===== config.mk =====
export PLATFORM = sky130hd
export DESIGN_NAME = stopwatch_display_scan
export DESIGN_NICKNAME = d
export VERILOG_FILES = /design/src/rtl/stopwatch_display_scan.sv
export SDC_FILE = /design/constraint.sdc
export NUM_CORES = 1
export LEC_CHECK = 0
export ABC_AREA = 1
export CELL_PAD_IN_SITES_DETAIL_PLACEMENT = 1
export CELL_PAD_IN_SITES_GLOBAL_PLACEMENT = 2
export CORE_AREA = 2 2 123 89
export DETAILED_ROUTE_END_ITERATION = 8
export DIE_AREA = 0 0 125 91
export PLACE_DENSITY = 0.82
export SETUP_SLACK_MARGIN = 0.3
export SLEW_MARGIN = 10
export SYNTH_ARGS = -nofsm -noshare
export SYNTH_HDL_FRONTEND = slang
export SYNTH_SLANG_ARGS = --single-unit

===== constraint.sdc =====
create_clock -name clk -period 2.2 [get_ports clk]
set_input_delay 0.33 -clock clk [delete_from_list [all_inputs] [get_ports clk]]
set_output_delay 0.33 -clock clk [all_outputs]
set_load 0.01 [all_outputs]

===== src/rtl/stopwatch_display_scan.sv =====
// Six-digit multiplexed 7-segment scanner for a stopwatch (MM:SS.hh).
// The digits are snapshotted once per full scan, so a digit can never change partway through being shown.
module stopwatch_display_scan #(
   parameter int unsigned REFRESH_DIV = 100000,
   parameter int unsigned GUARD       = 2000,
   parameter logic [5:0]  DP_MASK     = 6'b010100
) (
   input  logic       clk,
   input  logic       rst,
   input  logic [3:0] digit5,
   input  logic [3:0] digit4,
   input  logic [3:0] digit3,
   input  logic [3:0] digit2,
   input  logic [3:0] digit1,
   input  logic [3:0] digit0,
   input  logic       blank_lead,
   output logic [5:0] an,
   output logic [6:0] seg,
   output logic       dp
);

   localparam int unsigned   CW      = (REFRESH_DIV > 1) ? $clog2(REFRESH_DIV) : 1;
   localparam logic [CW-1:0] CNT_MAX = CW'(REFRESH_DIV - 1);

   typedef enum logic {S_GUARD, S_DRIVE} state_e;
   localparam state_e ST_RST = (GUARD > 0) ? S_GUARD : S_DRIVE;

   logic [CW-1:0]   cnt_q, cnt_d;
   logic [2:0]      idx_q, idx_d;
   logic [5:0][3:0] snap_q, snap_d;
   state_e          state_q, state_d;
   logic [5:0]      an_q, an_d;
   logic [6:0]      seg_q, seg_d;
   logic            dp_q, dp_d;

   logic            cnt_wrap;
   logic [3:0]      cur;
   logic [5:0]      lead_blank;

   function automatic logic [6:0] decode(input logic [3:0] d);
      case (d)
         4'd0:    decode = 7'b1000000;
         4'd1:    decode = 7'b1111001;
         4'd2:    decode = 7'b0100100;
         4'd3:    decode = 7'b0110000;
         4'd4:    decode = 7'b0011001;
         4'd5:    decode = 7'b0010010;
         4'd6:    decode = 7'b0000010;
         4'd7:    decode = 7'b1111000;
         4'd8:    decode = 7'b0000000;
         4'd9:    decode = 7'b0010000;
         default: decode = 7'b1111111;
      endcase
   endfunction

   // State is a function of cnt_q; computing it from cnt_d keeps the two aligned.
   always_comb begin
      cnt_wrap = (cnt_q == CNT_MAX);
      cnt_d    = cnt_wrap ? '0 : cnt_q + 1'b1;
      idx_d    = idx_q;
      snap_d   = snap_q;
      if (cnt_wrap) begin
         if (idx_q == 3'd5) begin
            idx_d  = 3'd0;
            snap_d = {digit5, digit4, digit3, digit2, digit1, digit0};
         end else begin
            idx_d = idx_q + 3'd1;
         end
      end
      state_d = (32'(cnt_d) < GUARD) ? S_GUARD : S_DRIVE;
   end

   // Leading-zero suppression only reaches down to the seconds-tens digit.
   always_comb begin
      lead_blank    = '0;
      lead_blank[5] = blank_lead && (snap_q[5] == 4'd0);
      lead_blank[4] = lead_blank[5] && (snap_q[4] == 4'd0);
      lead_blank[3] = lead_blank[4] && (snap_q[3] == 4'd0);
   end

   always_comb begin
      cur  = snap_q[idx_q];
      an_d  = 6'b111111;
      seg_d = 7'b1111111;
      dp_d  = 1'b1;
      if (state_q == S_DRIVE) begin
         an_d[idx_q] = 1'b0;
         seg_d = lead_blank[idx_q] ? 7'b1111111 : decode(cur);
         dp_d  = ~(DP_MASK[idx_q] & ~lead_blank[idx_q]);
      end
   end

   always_ff @(posedge clk or negedge rst) begin
      if (!rst) begin
         cnt_q   <= '0;
         idx_q   <= 3'd0;
         snap_q  <= '0;
         state_q <= ST_RST;
         an_q    <= 6'b111111;
         seg_q   <= 7'b1111111;
         dp_q    <= 1'b1;
      end else begin
         cnt_q   <= cnt_d;
         idx_q   <= idx_d;
         snap_q  <= snap_d;
         state_q <= state_d;
         an_q    <= an_d;
         seg_q   <= seg_d;
         dp_q    <= dp_d;
      end
   end

   assign an  = an_q;
   assign seg = seg_q;
   assign dp  = dp_q;

endmodule


* Yosys cells after proc, flatten, opt, wreduce, memory -nomap -nowiden *
Memories as Yosys holds them, arrays and structs flattened.
Cells that the tools add are included.

storage, ports and cells
  ROM bits = 120
  output and inout port bits = 14
  input bits = 27
  memories = 2
  flip-flop bits (word level) = 59

cells by class
  muxes and demuxes = 14
  add/sub/neg operators = 2
  reductions and logical operators = 8
  order comparisons = 3
  bitwise operators = 4
  equal/unequal tests = 2

memories
  memory            words  width  read ports  clocked after Yosys merged registers in  write ports  RTL line  source
  (name not given)  16     7      1           0                                        0            41        case (d)
  (name not given)  8      1      1           0                                        0            89        dp_d = ~(DP_MASK[idx_q] & ~lead_blank[idx_q]);

operator list
  kind                   number
  $add 17x1->17 const B  1
  $eq 17x17->1 const B   1
  $lt 17x11->1 const B   1
  $mux 17                1
  $mux 7                 2
  $bmux 4 s3             1
  $logic_not 4->1        3
  $mux 6                 1
  $not 6->6              1
  $mux 1                 5
  $logic_and 1x1->1      4
  $lt 3x4->1 const B     1
  $mux 4                 1
  $add 3x1->3 const B    1
  $bmux 1 s3             1
  $demux 1 s3            1
  $eq 3x3->1 const B     1
  $ge 3x1->1 const B     1
  $mux 3                 1
  $not 1->1              2
  $reduce_and 2->1       1
  $and 1x1->1            1

* Logic depth before layout (Yosys ltp) *
  depth after elaboration = 10
  gate-level depth with buffers = 13
  depth with buffers taken out = 12

* Worst setup path after synthesis *
Ideal clock, no wire load.

  kind = register -> register
  from = reg idx_q[0]
  to = reg seg_q[0] (netlist: seg[0])
  cell stages (with the launch flop) = 12
  library setup time = 0.096 ns
  arrival = 1.605 ns
  buffers on the path = 2
  slack = 0.498 ns
  cells stage by stage = dfrtp_1 > buf_2 > buf_2 > o21ai_0 > o22ai_1 > nor2_1 > inv_1 > ha_1 > inv_1 > nand2_1 > nand3_1 > nand3_1

on the way
  longest elaborated chain between the ends = 5
  elaborated cells between the ends (all ways) = 7

RTL lines
  what                          RTL line  source
  from (decl)                   29        logic [2:0] idx_q, idx_d;
  from (signal assigned)        104       idx_q <= idx_d;
  $bmux 4 s3                    82        cur = snap_q[idx_q];
  $mux 4 (implied by the code)  82
  $mem_v2 16x7                  -
  $mux 7 *                      88        seg_d = lead_blank[idx_q] ? 7'b1111111 : decode(cur);
  $mux 7 *                      86        if (state_q == S_DRIVE) begin
  net seg_d[0]                  33        logic [6:0] seg_q, seg_d;
  to (signal assigned)          108       seg_q <= seg_d;
  to (decl)                     33

Mark *: on every way through the listed nets, which the timed path passes. The rest lies on a longest branch. The select of a mux whose other input is x is not followed.
A chain may end at the register's enable or synchronous reset.

* Final worst setup path *
  from = reg idx_q[0]
  to = reg seg_q[3] (netlist: seg[3])

Same word-level chain as after synthesis.

==> impl_metrics.ini <==
[hold_path]
timing.hold.worst.class = in2async

[drt]
vias_per_cell = 4.52
antenna_left = 0
routed_wire_length_per_instance_um = 13.5
route.vias.total = 2738
wirelength_um = 8180
remaining_drc_errors = 0
drc_violation_total_after_the_first_tritonroute_iteration = 95
detailedRoute.firstPassIterationCount = 4

[setup_path]
worst_setup_path_end_kind = flop
worst_path_largest_cell_delay_ns = 0.42
crit_path_cell_trace = buf_6, o211ai_1, nand4_2, inv_2, ha_1, nand2_1, nand3_1, nand3_1
critical-path-slowest-cell = sky130_fd_sc_hd__dfrtp_1
worstSetupPathType = reg2reg
setup.worst_path.start_class = flop
critical_path_required_ns = 2.46
worst-endpoint-arrival_ns = 2.07
cp_max_fo = 16
r2r_cells = 8
path_common_cell = sky130_fd_sc_hd__nand3_1

[timing]
max_slew.worst_pin.slew_ns = 0.658
fin_crit_sh_pct = 82.3
count_of_endpoints_failing_hold_in_the_final_timing_report = 0
fin_crit_ns = 1.81
timing.max_slew.rel_slack_pct = 55.9
clock_skews_ns = 0.00404
fin_ws_ns = 0.389
hold_ws_ns = 0.0324
grt_setup_unrepaired = true
max_clock_freq_ghz = 0.552
drv_slew = 0
setup-tns-final_ns = 0
setup_viol = 0

[clock_network]
worst_skew_pair.late_latency_ns = 0.32
clkSinkCount = 59
tritoncts.num_buffers = 9
cts_hold_buf = 0
cts_root_cell = sky130_fd_sc_hd__clkbuf_16
clk_pin_slew_ns = 0.05
cts_tree = done
cts-htree-levels = 3
clk_path_buf_depth = 2

[placed_design]
port-buffer-count = 40
placed_cell_area_mm2 = 0.00378
gp_routability_congestion = 0.840
dp.final_hpwl_um = 6270
detailedPlace.worstSlack_ns = 0.241
dpl.cell_count = 584

[synth]
synthDominantAreaCellType = sky130_fd_sc_hd__dfrtp_1
yosysMostFrequentCell = sky130_fd_sc_hd__nand2_1
post_synth_num_cell_types = 28
syn-instance-count = 415
postSynthRegisterBits = 59
netlist.area_leader.share_pct = 35.0
synthFlopType = sky130_fd_sc_hd__dfrtp_1
synth_nets = 448
synth_enable_flop_cells = 0
synth_area_leaders = sky130_fd_sc_hd__dfrtp_1 35%, sky130_fd_sc_hd__dfstp_2 11%, sky130_fd_sc_hd__nand2_1 10%, sky130_fd_sc_hd__inv_1 9.4%, sky130_fd_sc_hd__nand3_1 6.8%
ys_seq_area_share_pct = 46.4
mappedNetlistArea_mm2 = 0.00322
synthTopCellsByCount = 90 x sky130_fd_sc_hd__nand2_1, 81 x sky130_fd_sc_hd__inv_1, 45 x sky130_fd_sc_hd__dfrtp_1
yosysWarnings = 0
fraction_of_registers_with_async_set_reset_pct = 100
postSynthAreaPerCell_um2 = 7.75

[final_layout]
insertedDiodeCount = 0
postLayoutCoreUtil_pct = 40.9
layout.cell_area.non_filler_mm2 = 0.00416
stdcell_count = 606
layout-drive-gt1-share_pct = 19.6
flow.area_growth_from_synthesis_pct = 29.3
design.final.nets = 502

[die]
floorplan.die_area_mm2 = 0.0114
die_height_um = 91
die_w_um = 125
floorplan.initialDensity_pct = 31.7
boundaryPins = 41
core_region_area_mm2 = 0.0102
rows = 31

[power]
vdd_drop_max_mv = 0.307
clockPowerShare_pct = 54.7
pwr-share-seq_pct = 42.1
p_switching_uw = 531
share_comb_of_total_power_pct = 3.2
fin_total_pwr_mw = 2.58
power.share.switching_pct = 20.6
cellLeakagePower_nw = 2.13
cell_internal_pwr_mw = 2.05
power-per-cell-area_mw_per_mm2 = 621

[flow_run]
max_cap_viol_count = 0

[global_routing]
gr-usage-all-layers_pct = 15.5
wire_length_of_the_first_global_routing_pass_um = 14000
pin_count_of_the_biggest_net_entering_global_routing = 49
grt_overflow_total = 0
first_global_vias = 2714
initial_antenna_violation_count = 0

[status]
outcome = finished clean
-- routing by layer --
layer | GRT usage [%] | share of wire (%)
met5 | 0 | 0
met4 | 4.44 | 1.1
met3 | 4.07 | 4.3
met2 | 21.1 | 39
met1 | 23.7 | 55
-- path summary, 6_finish.rpt --
path                          start   endpoint  slack (ns)
min reg2reg                 state_q      an[3]        0.48
max                        idx_q[0]     seg[3]        0.39
max reg2reg                idx_q[0]     seg[3]        0.39
max in group asynchronous       rst     seg[6]        1.50
min                             rst  snap_q[0]        0.03
min in group clk            state_q      an[3]        0.48
-- layout make-up --
| cell class | count | area [um^2] |
|---|---|---|
| clock inverter | 3 | 17.5 |
| timing repair buffer | 50 | 499 |
| fill | 1254 | 6000 |
| clock buffer | 13 | 292 |
| tap | 132 | 165 |
| multi-input combinational | 261 | 1360 |
| inverter | 88 | 330 |
| sequential | 59 | 1500 |
-- flip-flops by register name, indices dropped and copies added (netlist names) --
signal	cells
seg	7
idx_q	3
snap_q	24
state_q	1
cnt_q	17
an	6
dp	1
-- timing repair --
item | CTS | global route
resized for setup | 1 | 11
setup buffers | 0 | 6
pin swaps | 0 | 4
endpoints found under the setup margin | 4 | 8
gates cloned | 0 | 0
-- cell families after synthesis --
logic type / Yosys count / synth area share (%)
flops: 59 / 46.4
xor+xnor: 4 / 1.09
buf+inv: 95 / 12.1
fa+ha+maj: 6 / 2.33
simple gates: 208 / 29.3
compound gates: 43 / 8.83
-- worst max-delay path, delay by kind of cell (launching register included) --
| family | cells | cell delay [ns] |
|---|---|---|
| flops | 1 | 0.42 |
| fa+ha+maj | 1 | 0.23 |
| compound gates | 1 | 0.25 |
| buf+inv | 2 | 0.32 |
| simple gates | 4 | 0.52 |
-- power groups by stage --
stage | clock (mW) | combinational, mW | sequential, mW
6_report | 1.41 | 0.0830 | 1.09
5_1_grt | 1.51 | 0.0939 | 1.09
4_1_cts | 1.45 | 0.0865 | 1.09
3_5_place_dp | 0 | 0.0863 | 1.11
3_3_place_gp | 0 | 0.0852 | 1.11
2_1_floorplan | 0 | 0.0106 | 1.11
-- cells in the final DEF (no fill, tap or decap) --
| cell type | count |
|---|---|
| sky130_fd_sc_hd__nand2_1 | 90 |
| sky130_fd_sc_hd__inv_1 | 80 |
| sky130_fd_sc_hd__dfrtp_1 | 44 |
| sky130_fd_sc_hd__nand3_1 | 43 |
| sky130_fd_sc_hd__nor2_1 | 39 |
| sky130_fd_sc_hd__clkdlybuf4s50_1 | 39 |
| sky130_fd_sc_hd__nand2_2 | 17 |
| sky130_fd_sc_hd__o21ai_1 | 16 |
| sky130_fd_sc_hd__o21ai_2 | 15 |
| sky130_fd_sc_hd__dfstp_2 | 14 |
| sky130_fd_sc_hd__clkbuf_16 | 10 |
| sky130_fd_sc_hd__inv_2 | 8 |
| sky130_fd_sc_hd__buf_4 | 7 |
| sky130_fd_sc_hd__ha_1 | 6 |
| sky130_fd_sc_hd__nand4_1 | 5 |
| sky130_fd_sc_hd__nor2_2 | 4 |
| sky130_fd_sc_hd__xor2_1 | 4 |
| sky130_fd_sc_hd__o21ai_0 | 4 |
| sky130_fd_sc_hd__nor2_4 | 3 |
| sky130_fd_sc_hd__o22ai_1 | 3 |
| sky130_fd_sc_hd__clkbuf_8 | 3 |
| sky130_fd_sc_hd__o211ai_1 | 2 |
| sky130_fd_sc_hd__nand4_2 | 2 |
| sky130_fd_sc_hd__nor3_1 | 2 |
| sky130_fd_sc_hd__clkinv_2 | 2 |
| sky130_fd_sc_hd__buf_12 | 2 |
| sky130_fd_sc_hd__nand3_2 | 1 |
| sky130_fd_sc_hd__nor2_8 | 1 |
| sky130_fd_sc_hd__a21oi_1 | 1 |
| sky130_fd_sc_hd__or2_0 | 1 |
| sky130_fd_sc_hd__a31oi_1 | 1 |
| sky130_fd_sc_hd__o21bai_1 | 1 |
| sky130_fd_sc_hd__clkinvlp_4 | 1 |
| sky130_fd_sc_hd__dfrtp_2 | 1 |
| sky130_fd_sc_hd__buf_2 | 1 |
| sky130_fd_sc_hd__buf_6 | 1 |
No activity file was read; power rests on OpenSTA's default activity.
